$ cat config.mk
export PLATFORM = sky130hd
export DESIGN_NAME = call_stack_controller
export DESIGN_NICKNAME = d
export VERILOG_FILES = /design/src/rtl/call_stack_controller.sv
export SDC_FILE = /design/constraint.sdc
export NUM_CORES = 1
export LEC_CHECK = 0
export CORE_AREA = 2 2 103 105
export CTS_CLUSTER_DIAMETER = 200
export CTS_CLUSTER_SIZE = 14
export DETAILED_ROUTE_END_ITERATION = 8
export DIE_AREA = 0 0 105 107
export HOLD_SLACK_MARGIN = 0.1
export PLACE_DENSITY = 0.69
export SKIP_CTS_REPAIR_TIMING = 1
export SLEW_MARGIN = 20
export SYNTH_ARGS = -nofsm -noshare
export SYNTH_HDL_FRONTEND = slang
export SYNTH_SLANG_ARGS = --single-unit
$ cat constraint.sdc
create_clock -name clk -period 3.2 [get_ports clk]
set_clock_uncertainty 0.05 [all_clocks]
set_input_delay 0.64 -clock clk [delete_from_list [all_inputs] [get_ports clk]]
set_output_delay 0.64 -clock clk [all_outputs]
set_load 0.02 [all_outputs]
$ cat src/rtl/call_stack_controller.sv
`default_nettype none
// ============================================================================
//  Module      : call_stack_controller
//  Description : Circular hardware return-address stack for JSB/RTS. The top
//                entry is presented combinationally for the PC mux. Overflow
//                silently overwrites the oldest entry. Overflow and underflow
//                each set a sticky flag.
//  Revision    : 1.0 - initial release
// ============================================================================
module call_stack_controller #(
    parameter int DEPTH  = 8,
    parameter int ADDR_W = 12
) (
    input  logic                       clk,
    input  logic                       rst,
    input  logic                       push,
    input  logic                       pop,
    input  logic [ADDR_W-1:0]          push_addr,
    input  logic                       stack_clr,
    input  logic                       err_clr,
    output logic [ADDR_W-1:0]          top_addr,
    output logic [$clog2(DEPTH+1)-1:0] count,
    output logic                       empty,
    output logic                       full,
    output logic                       overflow_err,
    output logic                       underflow_err
);

    localparam int CW = $clog2(DEPTH + 1);
    localparam int PW = $clog2(DEPTH);

    localparam logic [CW-1:0] c_depth   = CW'(DEPTH);
    localparam logic [CW-1:0] c_cnt_one = CW'(1);
    localparam logic [PW-1:0] c_ptr_one = PW'(1);

    logic [ADDR_W-1:0] r_mem [DEPTH];
    logic [PW-1:0]     r_wp_q;
    logic [PW-1:0]     w_wp_d;
    logic [CW-1:0]     r_count_q;
    logic [CW-1:0]     w_count_d;
    logic              r_ovf_q;
    logic              w_ovf_d;
    logic              r_unf_q;
    logic              w_unf_d;

    logic              w_mem_we;
    logic [PW-1:0]     w_mem_waddr;
    logic [PW-1:0]     w_top_idx;
    logic              w_empty;
    logic              w_full;
    logic              w_ovf_evt;
    logic              w_unf_evt;

    // The pointer width is exactly log2(DEPTH), so wrap-around is free.
    assign w_top_idx = r_wp_q - c_ptr_one;
    assign w_empty   = (r_count_q == '0);
    assign w_full    = (r_count_q == c_depth);

    // Next-state decode. stack_clr beats push/pop, and the error flags are
    // kept independent of it.
    always_comb begin
        w_wp_d      = r_wp_q;
        w_count_d   = r_count_q;
        w_mem_we    = 1'b0;
        w_mem_waddr = r_wp_q;
        w_ovf_evt   = 1'b0;
        w_unf_evt   = 1'b0;
        if (stack_clr) begin
            w_wp_d    = '0;
            w_count_d = '0;
        end else if (push && pop) begin
            if (!w_empty) begin
                // A call in the same cycle as a return replaces the top entry.
                w_mem_we    = 1'b1;
                w_mem_waddr = w_top_idx;
            end else begin
                // The pop is evaluated first and underflows. The push then lands on an empty stack.
                w_unf_evt = 1'b1;
                w_mem_we  = 1'b1;
                w_wp_d    = r_wp_q + c_ptr_one;
                w_count_d = c_cnt_one;
            end
        end else if (push) begin
            w_mem_we = 1'b1;
            w_wp_d   = r_wp_q + c_ptr_one;
            if (w_full) begin
                w_ovf_evt = 1'b1;
            end else begin
                w_count_d = r_count_q + c_cnt_one;
            end
        end else if (pop) begin
            if (w_empty) begin
                w_unf_evt = 1'b1;
            end else begin
                w_wp_d    = r_wp_q - c_ptr_one;
                w_count_d = r_count_q - c_cnt_one;
            end
        end
        // If err_clr and a new error event occur in the same cycle, the new event sets the flag.
        w_ovf_d = (r_ovf_q & ~err_clr) | w_ovf_evt;
        w_unf_d = (r_unf_q & ~err_clr) | w_unf_evt;
    end

    // Control state registers with synchronous reset.
    always_ff @(posedge clk) begin
        if (rst) begin
            r_wp_q    <= '0;
            r_count_q <= '0;
            r_ovf_q   <= 1'b0;
            r_unf_q   <= 1'b0;
        end else begin
            r_wp_q    <= w_wp_d;
            r_count_q <= w_count_d;
            r_ovf_q   <= w_ovf_d;
            r_unf_q   <= w_unf_d;
        end
    end

    // Entry storage is not reset. Writes are suppressed while rst is asserted.
    always_ff @(posedge clk) begin
        if (w_mem_we && !rst) begin
            r_mem[w_mem_waddr] <= push_addr;
        end
    end

    assign top_addr      = w_empty ? '0 : r_mem[w_top_idx];
    assign count         = r_count_q;
    assign empty         = w_empty;
    assign full          = w_full;
    assign overflow_err  = r_ovf_q;
    assign underflow_err = r_unf_q;

endmodule
`default_nettype wire

# After elaboration in Yosys (flattened, before gate mapping)
# Memory sizes are Yosys's and may differ from the RTL's.
# Index checks and enable logic that the tools add are counted.
dict set report word_totals {
  regBits 9
  ramBits 96
  n_memories 1
}
dict set report op_classes {
  addsub 4
  n_eq_ne 4
  mux 28
  n_bitwise 5
  reduce_logical 8
}
# name words word_bits read_ports rd_ports_with_merged_regs wr line
set memory_table {}
lappend memory_table {r_mem 8 12 1 0 1 36} ;# logic [ADDR_W-1:0] r_mem [DEPTH];
# operator n
set op_table {}
lappend op_table {{2-to-1 mux 4 bit} 6}
lappend op_table {{2-to-1 mux 3 bit} 7}
lappend op_table {{2-to-1 mux 1 bit} 14}
lappend op_table {{2-to-1 mux 12 bit} 1}
lappend op_table {{!= test 3 x 2 -> 1 bit (second input constant)} 2}
lappend op_table {{adder 4 x 1 -> 4 bit (second input constant)} 1}
lappend op_table {{equality test 4 bit (second input constant)} 1}
lappend op_table {{zero test 4 bit} 1}
lappend op_table {{AND reduction 4 bit} 1}
lappend op_table {{subtractor 4 x 1 -> 4 bit (second input constant)} 1}
lappend op_table {{adder 3 x 1 -> 3 bit (second input constant)} 1}
lappend op_table {{nonzero test 3 bit} 1}
lappend op_table {{subtractor 3 x 1 -> 3 bit (second input constant)} 1}
lappend op_table {{AND 1 bit} 2}
lappend op_table {{logical AND 1 bit} 2}
lappend op_table {{!= test 2 bit (second input constant)} 1}
lappend op_table {{bitwise OR 1 bit} 2}
lappend op_table {{AND reduction 2 bit} 1}
lappend op_table {{OR reduction 2 bit} 1}
lappend op_table {{zero test 1 bit} 1}
lappend op_table {{inverter 1 bit} 1}

# Logic depth before layout (Yosys ltp)
dict set report logic_depth {
  word_depth 7
  mapped_depth 9
}

# Worst setup path after synthesis
# No wires, ideal clock.
dict set report synth_timing {
  path_kind {register -> output}
  start {register r_wp_q[0]}
  end {output top_addr[10]}
  arrival_time_ns 2.316
  required_ns 2.510
  setup_slack_ns 0.194
  stages_incl_launch_ff 10
  path_cell_list {dfxtp_1 buf_2 buf_2 inv_1 ha_1 buf_2 buf_1 mux4_2 nand3_1 nand2_1}
}
dict set report synth_between {
  elab_chain_len 3
}
# item line
set synth_rtl {}
lappend synth_rtl {{start, declared} 37} ;# logic [PW-1:0] r_wp_q;
lappend synth_rtl {{start signal, assigned} 112} ;# r_wp_q <= w_wp_d;
lappend synth_rtl {{subtractor 3 x 1 -> 3 bit} 55} ;# assign w_top_idx = r_wp_q - c_ptr_one;
lappend synth_rtl {{memory read (8 x 12 bit)} --}
lappend synth_rtl {{2-to-1 mux 12 bit} 126} ;# assign top_addr = w_empty ? '0 : r_mem[w_top_idx];
lappend synth_rtl {{end, declared} 21} ;# output logic [ADDR_W-1:0] top_addr,
# Every way passes these cells.

# Worst setup path after layout
dict set report layout_timing {
  start {register r_wp_q[1]}
  end {output top_addr[5]}
}
# Same word-level chain as after synthesis.

==> summary.md <==
| Metric | Value |
|---|---|
| DR iter-0 viols | 149 |
| Pleak | 0.00185 uW |
| Seq/Total Area, Yosys | between 60 and 70% |
| Commonest non-fill, non-tap cell in the layout | edfxtp_1 |
| GP Congestion | 0.857 |
| Worst slack, placed | just under 0.3 ns |
| Port bufs | 37 |
| Overflow after GRT | 0 |
| Path depth of the worst reg2reg path | 8 |
| Max-slew headroom | 65.7% |
| Hold endpoint | overflow_err |
| Worst r2r src | r_wp_q[1] |
| Ratio of cells with drive above 1 in the final layout | 20.2% |
| Post-synthesis cell type count | 44 |
| Max-cap violations | 0 |
| Part of the power in registers | around 56% |
| Die boundary height | approximately 110 microns |
| First-pass GRT wire length | 14400 microns |
| Post-synth top flop | edfxtp_1 |
| Power Dens Cells | roughly 500 mW/mm^2 |
| Combinational power share | between 10% and 20% |
| Critical Path RT | 2.51 ns |
| Fin crit period | ~3.1 ns |
| Mapped Nets | 298 |
| Nets@finish | 350 |
| Largest net degree at the start of global routing | 27 |
| DR pass1 iterations | 4 |
| Hold Fails Final Rpt | 0 |
| Area Overhead vs Synth | 19.3% |
| Worst Hold Class | flip-flop to flip-flop |
| Switching part of the total | between 20% and 30% |
| Post-DP HPWL | ~5800 microns |
| Slew Limit Fails | 0 |
| Die area | 0.0112 sq mm |
| Detailed Route WL | 8940 microns |
| Fin Setup TNS | 0 ns |
| Net load switching power | 664 uW |
| Hold Crit Depth | 2 |
| Crit start category | flip-flop |
| Synth warn | 0 |
| #FFs+latches synth | about 110 |
| WL/cell | 19.1 microns |
| Vias in the first global route | 2617 |
| Starting Density | 44.2% |
| Finished Layout Cells | ~470 |
| Outcome | finished, final reports clean |
| Avg Cell Area, Syn | 16.2 sq um |
| Drt drc | 0 |
| Clk slew on worst S/H paths | 0.09 ns |
| Least-Margin Pin Slew | just over 0.5 ns |
| Max Fclk | 323 MHz |
| Asr flop ratio synth | 0% |
| Clock latency at the later pin of the worst-skew pair | 0.36 ns |
| Netlist Area Pre-Place | 0.00446 sq mm |
| Yosys top cell by area | edfxtp_1 |
| Longest Clk Path Bufs | 2 |
| Endpoints failing setup | 0 |
| Placed Instances | 452 |
| Diodes inserted | 0 |
| Setup repair after global routing missed its margin | no |
| Hold path startpoint | overflow_err |
| Final Cycle Share | 96.6% |
| Overall routing resource usage | 17.1% |
| Row count | 37 |
| Final worst slack | 0.108 ns |
| Most frequent cells in the layout | 96 x edfxtp_1, 29 x clkdlybuf4s50_1, 27 x nand3_1 |
| Max VDD drop | 0.268 mV |
| Area contributors post-synth | edfxtp_1 65%, mux4_2 13%, dfxtp_1 4.0% |
| Worst path arrival time | 2.40 ns |
| Root Buffer | clkbuf_8 |
| CTS Buf Count | 9 |
| Post-DR vias/cell | about 5.5 |
| Post-synth EDFFs | 96 |
| Synthesized netlist cell count | 275 |
| Reg2Reg Setup Slack | 0.66 ns |
| Crit-path max FO | 14 |
| Core area | between 0.01 and 0.015 sq mm |
| Initial antenna violation count | 0 |
| Vias | 2574 |
| ANT nets after route | 0 |
| Internal | 2040 uW |
| Top-area cell type share of the netlist area | 64.7% |
| Worst r2r dst | r_mem[1][1] |
| Element type at the critical path end | primary output |
| Die W | around 110 microns |
| H-tree lvl count | 3 |
| Kind of critical path | flip-flop to primary output |
| Clock sink count | 105 |
| Clk network pwr share | 30.5% |
| # IOs | 38 |
| CTS tree | done |
[cell families after synthesis]
logic type / after synthesis / share of synthesized area (%)
AO/OA/AOI/OAI: 20 / 3.65
XOR/XNOR: 3 / 0.758
adder cells (fa/ha/maj): 5 / 1.57
buffers and inverters: 24 / 2.39
flip-flops: 105 / 68.7
multiplexers: 26 / 12.9
AND/OR/NAND/NOR: 92 / 10.1
[power by group through the flow]
stage / sequential [uW] / combinational, uW / clock [uW]
floorplan: 1550 / 210 / 0
global placement: 1550 / 356 / 0
detailed placement: 1550 / 358 / 0
CTS: 1520 / 360 / 842
global route: 1520 / 385 / 899
finish: 1520 / 356 / 825
[synth_stat cells (2+ instances only)]
library cell  instances
or4_1                 2
clkbuf_1              6
buf_2                 4
a31oi_1               2
nor4_1                2
nor3_1                3
edfxtp_1             96
nand2b_1              8
buf_1                 3
o21ai_0               2
nor2_1               18
nor2b_1               2
mux4_2               25
inv_1                 8
or3_1                 2
nand2_1              21
o21ai_1               2
o311a_1               2
nand3_1              27
nand4_1               2
a21oi_1               4
dfxtp_1               9
ha_1                  4
[flip-flops by register name, summed over array words and instances, names as in the netlist]
name,flops
r_mem,96
count,4
r_wp_q,3
overflow_err,1
underflow_err,1
[stage by stage]
step | total power, uW | util (%) | hold slack [ns] | cell area, sq um
floorplan | 1760 | - | 0.479 | 4460
finish | 2700 | 52.7 | 0.407 | 5320
global placement | 1910 | 50.4 | 0.389 | 5080
CTS | 2720 | 52.4 | 0.412 | 5290
detailed placement | 1910 | 50.4 | 0.389 | 5080
global route | 2810 | 52.7 | 0.465 | 5320
[worst max-delay path, cell delays in order, from the launching register on]
cell and delay [ns]:
dfxtp_1 0.39, inv_1 0.11, ha_2 0.36, buf_6 0.19, mux4_2 0.32, nand3_1 0.10
nand2_1 0.06, clkdlybuf4s50_1 0.53
[layout make-up]
class / count / area, sq um
Clock buffer: 9 / 124
Clock inverter: 7 / 82.6
Fill cell: 865 / 4770
Inverter: 9 / 33.8
Multi-Input combinational cell: 146 / 1290
Sequential cell: 105 / 3060
Tap cell: 136 / 170
Timing Repair Buffer: 56 / 553
[worst max path at each step]
stage | startpoint | end | cells after the start
floorplan | r_wp_q[0] | top_addr[10] | 9
global route | r_wp_q[1] | top_addr[6] | 8
CTS | r_wp_q[1] | top_addr[0] | 7
finish | r_wp_q[1] | top_addr[5] | 7
global placement | pop | r_mem[2][7] | 6
detailed placement | pop | r_mem[2][7] | 6
[metal layers]
metal	track usage (%)	up-vias	routed length (microns)
met2	28.2	74	4420
li1	-	1174	-
met5	0	-	0
met4	6.67	0	121
met3	3.04	9	421
met1	22.9	1317	3980
Power figures use the tool's default switching activity.
